`config.mk`:
```
export PLATFORM = sky130hd
export DESIGN_NAME = fu_mul_sequencer
export DESIGN_NICKNAME = d
export VERILOG_FILES = /design/src/rtl/fu_mul_sequencer.sv
export SDC_FILE = /design/constraint.sdc
export NUM_CORES = 1
export LEC_CHECK = 0
export ABC_AREA = 1
export CORE_MARGIN = 2
export CORE_UTILIZATION = 40
export DETAILED_ROUTE_END_ITERATION = 10
export GPL_ROUTABILITY_DRIVEN = 0
export GPL_TIMING_DRIVEN = 0
export PLACE_DENSITY = 0.81
export SYNTH_ARGS = -nofsm -noshare
export SYNTH_HDL_FRONTEND = slang
export SYNTH_SLANG_ARGS = --single-unit
```
`constraint.sdc`:
```
create_clock -name clk -period 1.51 [get_ports clk]
set_input_delay 0.2265 -clock clk [delete_from_list [all_inputs] [get_ports clk]]
set_output_delay 0.2265 -clock clk [all_outputs]
set_load 0.01 [all_outputs]
```
`src/rtl/fu_mul_sequencer.sv`:
```
// Shift-and-add 32x32 -> 64 unsigned multiply sequencer that borrows the
// shared function unit for 32 fixed iterations per multiply.
module fu_mul_sequencer #(
  parameter int unsigned WIDTH = 32
) (
  input  logic             clk,
  input  logic             reset,
  input  logic             start,
  input  logic [WIDTH-1:0] multiplicand,
  input  logic [WIDTH-1:0] multiplier,
  output logic             busy,
  output logic             done,
  output logic [WIDTH-1:0] product_hi,
  output logic [WIDTH-1:0] product_lo,
  output logic [3:0]       fu_fs,
  output logic [4:0]       fu_sh,
  output logic [WIDTH-1:0] fu_a,
  output logic [WIDTH-1:0] fu_b,
  input  logic [WIDTH-1:0] fu_fout,
  input  logic             fu_carryout
);

  typedef enum logic [1:0] {
    S_IDLE,
    S_RUN,
    S_DONE
  } state_t;

  localparam logic [3:0] FS_PASS_A = 4'b0000;
  localparam logic [3:0] FS_ADD    = 4'b0010;
  localparam logic [3:0] FS_ZERO   = 4'b1111;

  state_t           r_state;
  state_t           w_state_nxt;
  logic [WIDTH-1:0] r_mcand;
  logic [WIDTH-1:0] r_hi;
  logic [WIDTH-1:0] r_lo;
  logic [5:0]       r_cnt;

  always_ff @(posedge clk) begin
    if (reset) begin
      r_state <= S_IDLE;
      r_mcand <= '0;
      r_hi    <= '0;
      r_lo    <= '0;
      r_cnt   <= '0;
    end else begin
      r_state <= w_state_nxt;
      case (r_state)
        S_IDLE: begin
          if (start) begin
            r_mcand <= multiplicand;
            r_hi    <= '0;
            r_lo    <= multiplier;
            r_cnt   <= '0;
          end
        end
        S_RUN: begin
          // {carry, sum, lo} shifted right one place: the carry lands in hi's MSB.
          r_hi  <= {fu_carryout, fu_fout[WIDTH-1:1]};
          r_lo  <= {fu_fout[0], r_lo[WIDTH-1:1]};
          r_cnt <= r_cnt + 6'd1;
        end
        default: ;
      endcase
    end
  end

  always_comb begin
    w_state_nxt = r_state;
    busy        = 1'b0;
    done        = 1'b0;
    fu_fs       = FS_ZERO;
    fu_sh       = '0;
    fu_a        = '0;
    fu_b        = '0;
    case (r_state)
      S_IDLE: begin
        if (start) w_state_nxt = S_RUN;
      end
      S_RUN: begin
        busy  = 1'b1;
        fu_a  = r_hi;
        fu_b  = r_mcand;
        fu_fs = r_lo[0] ? FS_ADD : FS_PASS_A;
        if (r_cnt == 6'd31) w_state_nxt = S_DONE;
      end
      S_DONE: begin
        done        = 1'b1;
        w_state_nxt = S_IDLE;
      end
      default: w_state_nxt = S_IDLE;
    endcase
  end

  assign product_hi = r_hi;
  assign product_lo = r_lo;

endmodule
```
# Word-level counts from Yosys, hierarchy flattened

Cells that the tools add are included.

Eq/ne operators: 5
Reductions and logical operators: 5
Bitwise logic cells: 0
Div/mod/pow operators: 0
Shift-type cells: 0
Multiply operators: 0
Order comparisons: 0
Muxes and demuxes: 15
$add $sub $neg: 1

Operators by type and width:

| kind                | count |
|---|---|
| $mux 32             | 4 |
| $pmux 32 s2         | 2 |
| $pmux 6 s2          | 1 |
| $add 6x1->6 const B | 1 |
| $eq 6x5->1 const B  | 1 |
| $mux 2              | 3 |
| $mux 6              | 1 |
| $reduce_and 2->1    | 3 |
| $mux 4              | 1 |
| $ne 2x2->1 const B  | 2 |
| $pmux 2 s2          | 1 |
| $eq 2x1->1 const B  | 1 |
| $eq 2x2->1 const B  | 1 |
| $logic_not 2->1     | 1 |
| $mux 1              | 2 |
| $reduce_bool 2->1   | 1 |

Memories: 0
Bits in writable memories: 0
Flip-flop bits (word level): 104
Bits of input ports: 100
Logic and storage cells: 31
Bits in read-only memories: 0
Bits in latches: 0
Output and inout port bits: 139

# Depth between registers and ports, before layout

Depth in word-level cells: 3
Depth in mapped cells: 8
Depth with buffers taken out: 8

# Worst setup path before layout

OpenSTA, ideal clock, no wires.

Path kind: register to output
Start: register r_state[1]
End: output fu_fs[2]
Cell stages (with the launch flop): 6
Arrival time: 1.106 ns
Path slack: 0.177 ns
Required time: 1.283 ns
Buffers on the path: 3
Cell sequence: dfxtp_1 inv_2 nand2_4 buf_2 buf_2 buf_4

Word-level cells in the longest chain between the ends: 2

RTL lines:

| element                | RTL line | source |
|---|---|---|
| start, declared        | 33       | `state_t r_state;` |
| start signal, assigned | 48       | `r_state <= w_state_nxt;` |
| $eq 2x1->1             | 77       | `case (r_state)` |
| $mux 4                 | 77       |  |
| end, declared          | 15       | `output logic [3:0] fu_fs,` |

Every way passes these cells.

# Final worst setup path

Start: register r_state[1]
End: output fu_a[24]

Word-level cells in the longest chain between the ends: 2

RTL lines:

| element       | RTL line | source |
|---|---|---|
| $eq 2x1->1    | 77       |  |
| $mux 32       | 77       |  |
| end, declared | 17       | `output logic [WIDTH-1:0] fu_a,` |

Every way passes these cells.

==> impl_metrics.py <==
metrics = {
    "clock_tree": {
        "cts_root_buf": "clkbuf_16",
        "htree_levels": 3,
        "clock_path_buffers": 2,
        "holdBufCountCts": 0,
        "numClockSinks": 104,
        "clk_latency_ns": 0.33,
        "cts_tree": "built",
        "numCtsBuffers": 9,
        "clkTransAtPathRegs_ns": 0.07,
    },
    "floorplanning": {
        "fp.dieH_um": 110,
        "core_region_area_um2": 10900,
        "start_util_pct": 41.3,
        "die_x_um": 110,
        "rows": 38,
        "dieArea_um2": 12200,
        "io_pins": 239,
    },
    "power_and_ir_drop": {
        "ir_worst_vdd_v": 0.000691,
        "power.clock.fraction_pct": 38.0,
        "p_sw_share_pct": 24.3,
        "total_power_mw": 7.21,
        "switchingPower_mw": 1.75,
        "pwr_density_cell_nw_per_um2": 954,
        "power_frac_seq_pct": 41.9,
        "intPower_mw": 5.47,
        "leakagePower_nw": 3.42,
        "comb_power_share_pct": 20.0,
    },
    "placement": {
        "place_area_um2": 7040,
        "dp_cells": 999,
        "port_buffers": 233,
        "dp_slack_ns": -0.561,
        "dp_hpwl_um": 10400,
    },
    "global_route": {
        "grt_pass1_vias": 4352,
        "grt_max_degree": 16,
        "grt.overflow.total": 0,
        "grt_pass1_wl_um": 20800,
        "track_usage_pct": 22.0,
        "antenna_found_initial": 0,
    },
    "drt": {
        "vias_per_cell": 4.60,
        "drtIter0Drc": 176,
        "post_drt_wl_per_cell_um": 13.9,
        "vias": 4739,
        "dr.pass1.iters": 4,
        "drt_drc_violations_left": 0,
        "ant_nets": 0,
        "drt_wl_total_um": 14400,
    },
    "timing": {
        "whs_ns": 0.441,
        "post-route-period-util_pct": 109,
        "hold_viol_final": 0,
        "grt_setup_unrepaired": "true",
        "fmax_mhz": 606,
        "period_minus_slack_ns": 1.65,
        "setup_tns_ns": -3.35,
        "report.final.slew_viol_count": 0,
        "fin_ws_ns": -0.141,
        "setup_viol": 63,
        "fin_skew_ns": 0.00588,
    },
    "critical_path": {
        "critPathBufInv": 5,
        "crit_type": "reg -> out",
        "cp.required_ns": 1.28,
        "slowest_delay_ns": 0.33,
        "crit_fanout": 8,
        "crit_path_end_kind": "primary output",
        "critPathArrivalTime_ns": 1.42,
        "cp_slowest_cell": "dfxtp_2",
        "crit_top_cell": "buf_8",
        "path_delay_family": "buffers and inverters",
        "path_cells": "inv_2, nand2_4, buf_8, buf_8, buf_6, nor2_1, buf_2",
        "start_kind": "flip-flop",
    },
    "yosys": {
        "synth_area_um2": 4520,
        "avgSynthCellArea_um2": 7.26,
        "synth_area_leaders": "dfxtp_1 (46%), o21ai_0 (9.9%), inv_1 (8.8%)",
        "yosys-top-cells-count": "inv_1 (106), nor2_1 (105), dfxtp_1 (104), o21ai_0 (89), nand2_1 (84)",
        "ys_types": 28,
        "yosysMostFrequentCell": "inv_1",
        "ys.flop_type": "dfxtp_1",
        "syn_inst": 622,
        "ys_ff_latch": 104,
        "ys.warnings.count": 0,
        "yosysTopAreaCell": "dfxtp_1",
        "seq_area_frac_synth_pct": 46.1,
        "synth_top_area_share_pct": 46.1,
        "synth-edff-count": 0,
        "async_flop_share_pct": 0,
    },
    "cells_and_area": {
        "drive_gt1_share_pct": 23.8,
        "final_core_util_pct": 69.2,
        "area_delta_synth_final_pct": 67.5,
        "stdcell_area_um2": 7560,
        "diodes": 0,
        "finalNonFillerCells": 1030,
        "nNetsFinal": 989,
    },
    "run_status": {
        "violations": "negative setup slack",
        "status": "complete, but fails checks",
    },
    "run": {
        "cap_violations": 0,
    },
    "worst_hold_path": {
        "hold_class": "in -> reg",
    },
}
## repair_timing
item,4_1_cts,5_1_grt
setup endpoints to repair,79,106
buffers inserted,12,7
pin swaps,2,3
resized for setup,324,84
## routing by layer
layer  vias to the layer above  track usage (%)  part of all wire, %
li1                       2426                -                    -
met1                      2113             25.7                   40
met2                       177             38.3                   49
met3                        23             5.53                  8.7
met4                         0             8.75                  2.0
met5                         -                0                    0
## flip-flops by register name (all words and copies together) (netlist names)
register,flops
product_hi,32
product_lo,32
r_mcand,32
r_cnt,6
r_state,2
## worst reg2reg max path, delay by kind of cell (launching register included)
kind | cells | cell delay (ns)
compound gates | 1 | 0.22
buf+inv | 5 | 0.66
flops | 1 | 0.33
simple gates | 2 | 0.14
## power groups by stage
stage,clock network [mW],registers (mW),logic (mW)
2_1_floorplan,0,3.13,0.547
3_3_place_gp,0,3.09,1.34
3_5_place_dp,0,3.09,1.36
4_1_cts,2.79,3.03,1.39
5_1_grt,2.91,3.05,1.58
6_report,2.74,3.03,1.45
## cells in the final DEF (no fill, tap or decap), types with 16 or more instances in the layout
cell type and instances:
buf_4 26, dfxtp_1 102, nand2_1 84, buf_2 73, nor2_2 41, dlymetal6s2s_1 16, buf_6 16, nor2_1 56
inv_1 106, clkdlybuf4s50_1 147, a21oi_1 33, nor3b_1 20, o21ai_0 84
## cell families (layout without fill, tap and decap cells)
group | count (synthesis) | count (layout) | share of synthesized area (%)
adders and majority gates | 1 | 1 | 0.277
and+or+nand+nor | 231 | 231 | 24.1
AOI/OAI and AO/OA | 133 | 133 | 15.0
buffers and inverters | 152 | 416 | 14.4
DFF | 104 | 104 | 46.1
other | 1 | 5 | 0.0830
## area by class of cell
| type | instances | area, um^2 |
|---|---|---|
| plain buffers | 43 | 349 |
| repair buffers | 251 | 2230 |
| multi-input cells | 370 | 1970 |
| inverters | 109 | 409 |
| clock inverters | 4 | 120 |
| fillers | 955 | 3370 |
| flip-flops and latches | 104 | 2090 |
| clock buffers | 9 | 225 |
| well taps | 140 | 175 |
## path summary, 6_finish.rpt
check / startpoint / depth (start not counted) / slack, ns / to
setup / recovery: r_state[1]$_SDFFE_PP0P_ / 7 / -0.14 / fu_a[24]
hold / removal: fu_fout[2] / 3 / 0.44 / product_hi[1]$_SDFFE_PP0P_
setup reg to reg: r_state[1]$_SDFFE_PP0P_ / 8 / 0.06 / product_lo[21]$_SDFFE_PP0P_
hold reg to reg: r_mcand[31]$_SDFFE_PP0P_ / 2 / 0.45 / r_mcand[31]$_SDFFE_PP0P_
(Power assumes the default switching activity.)
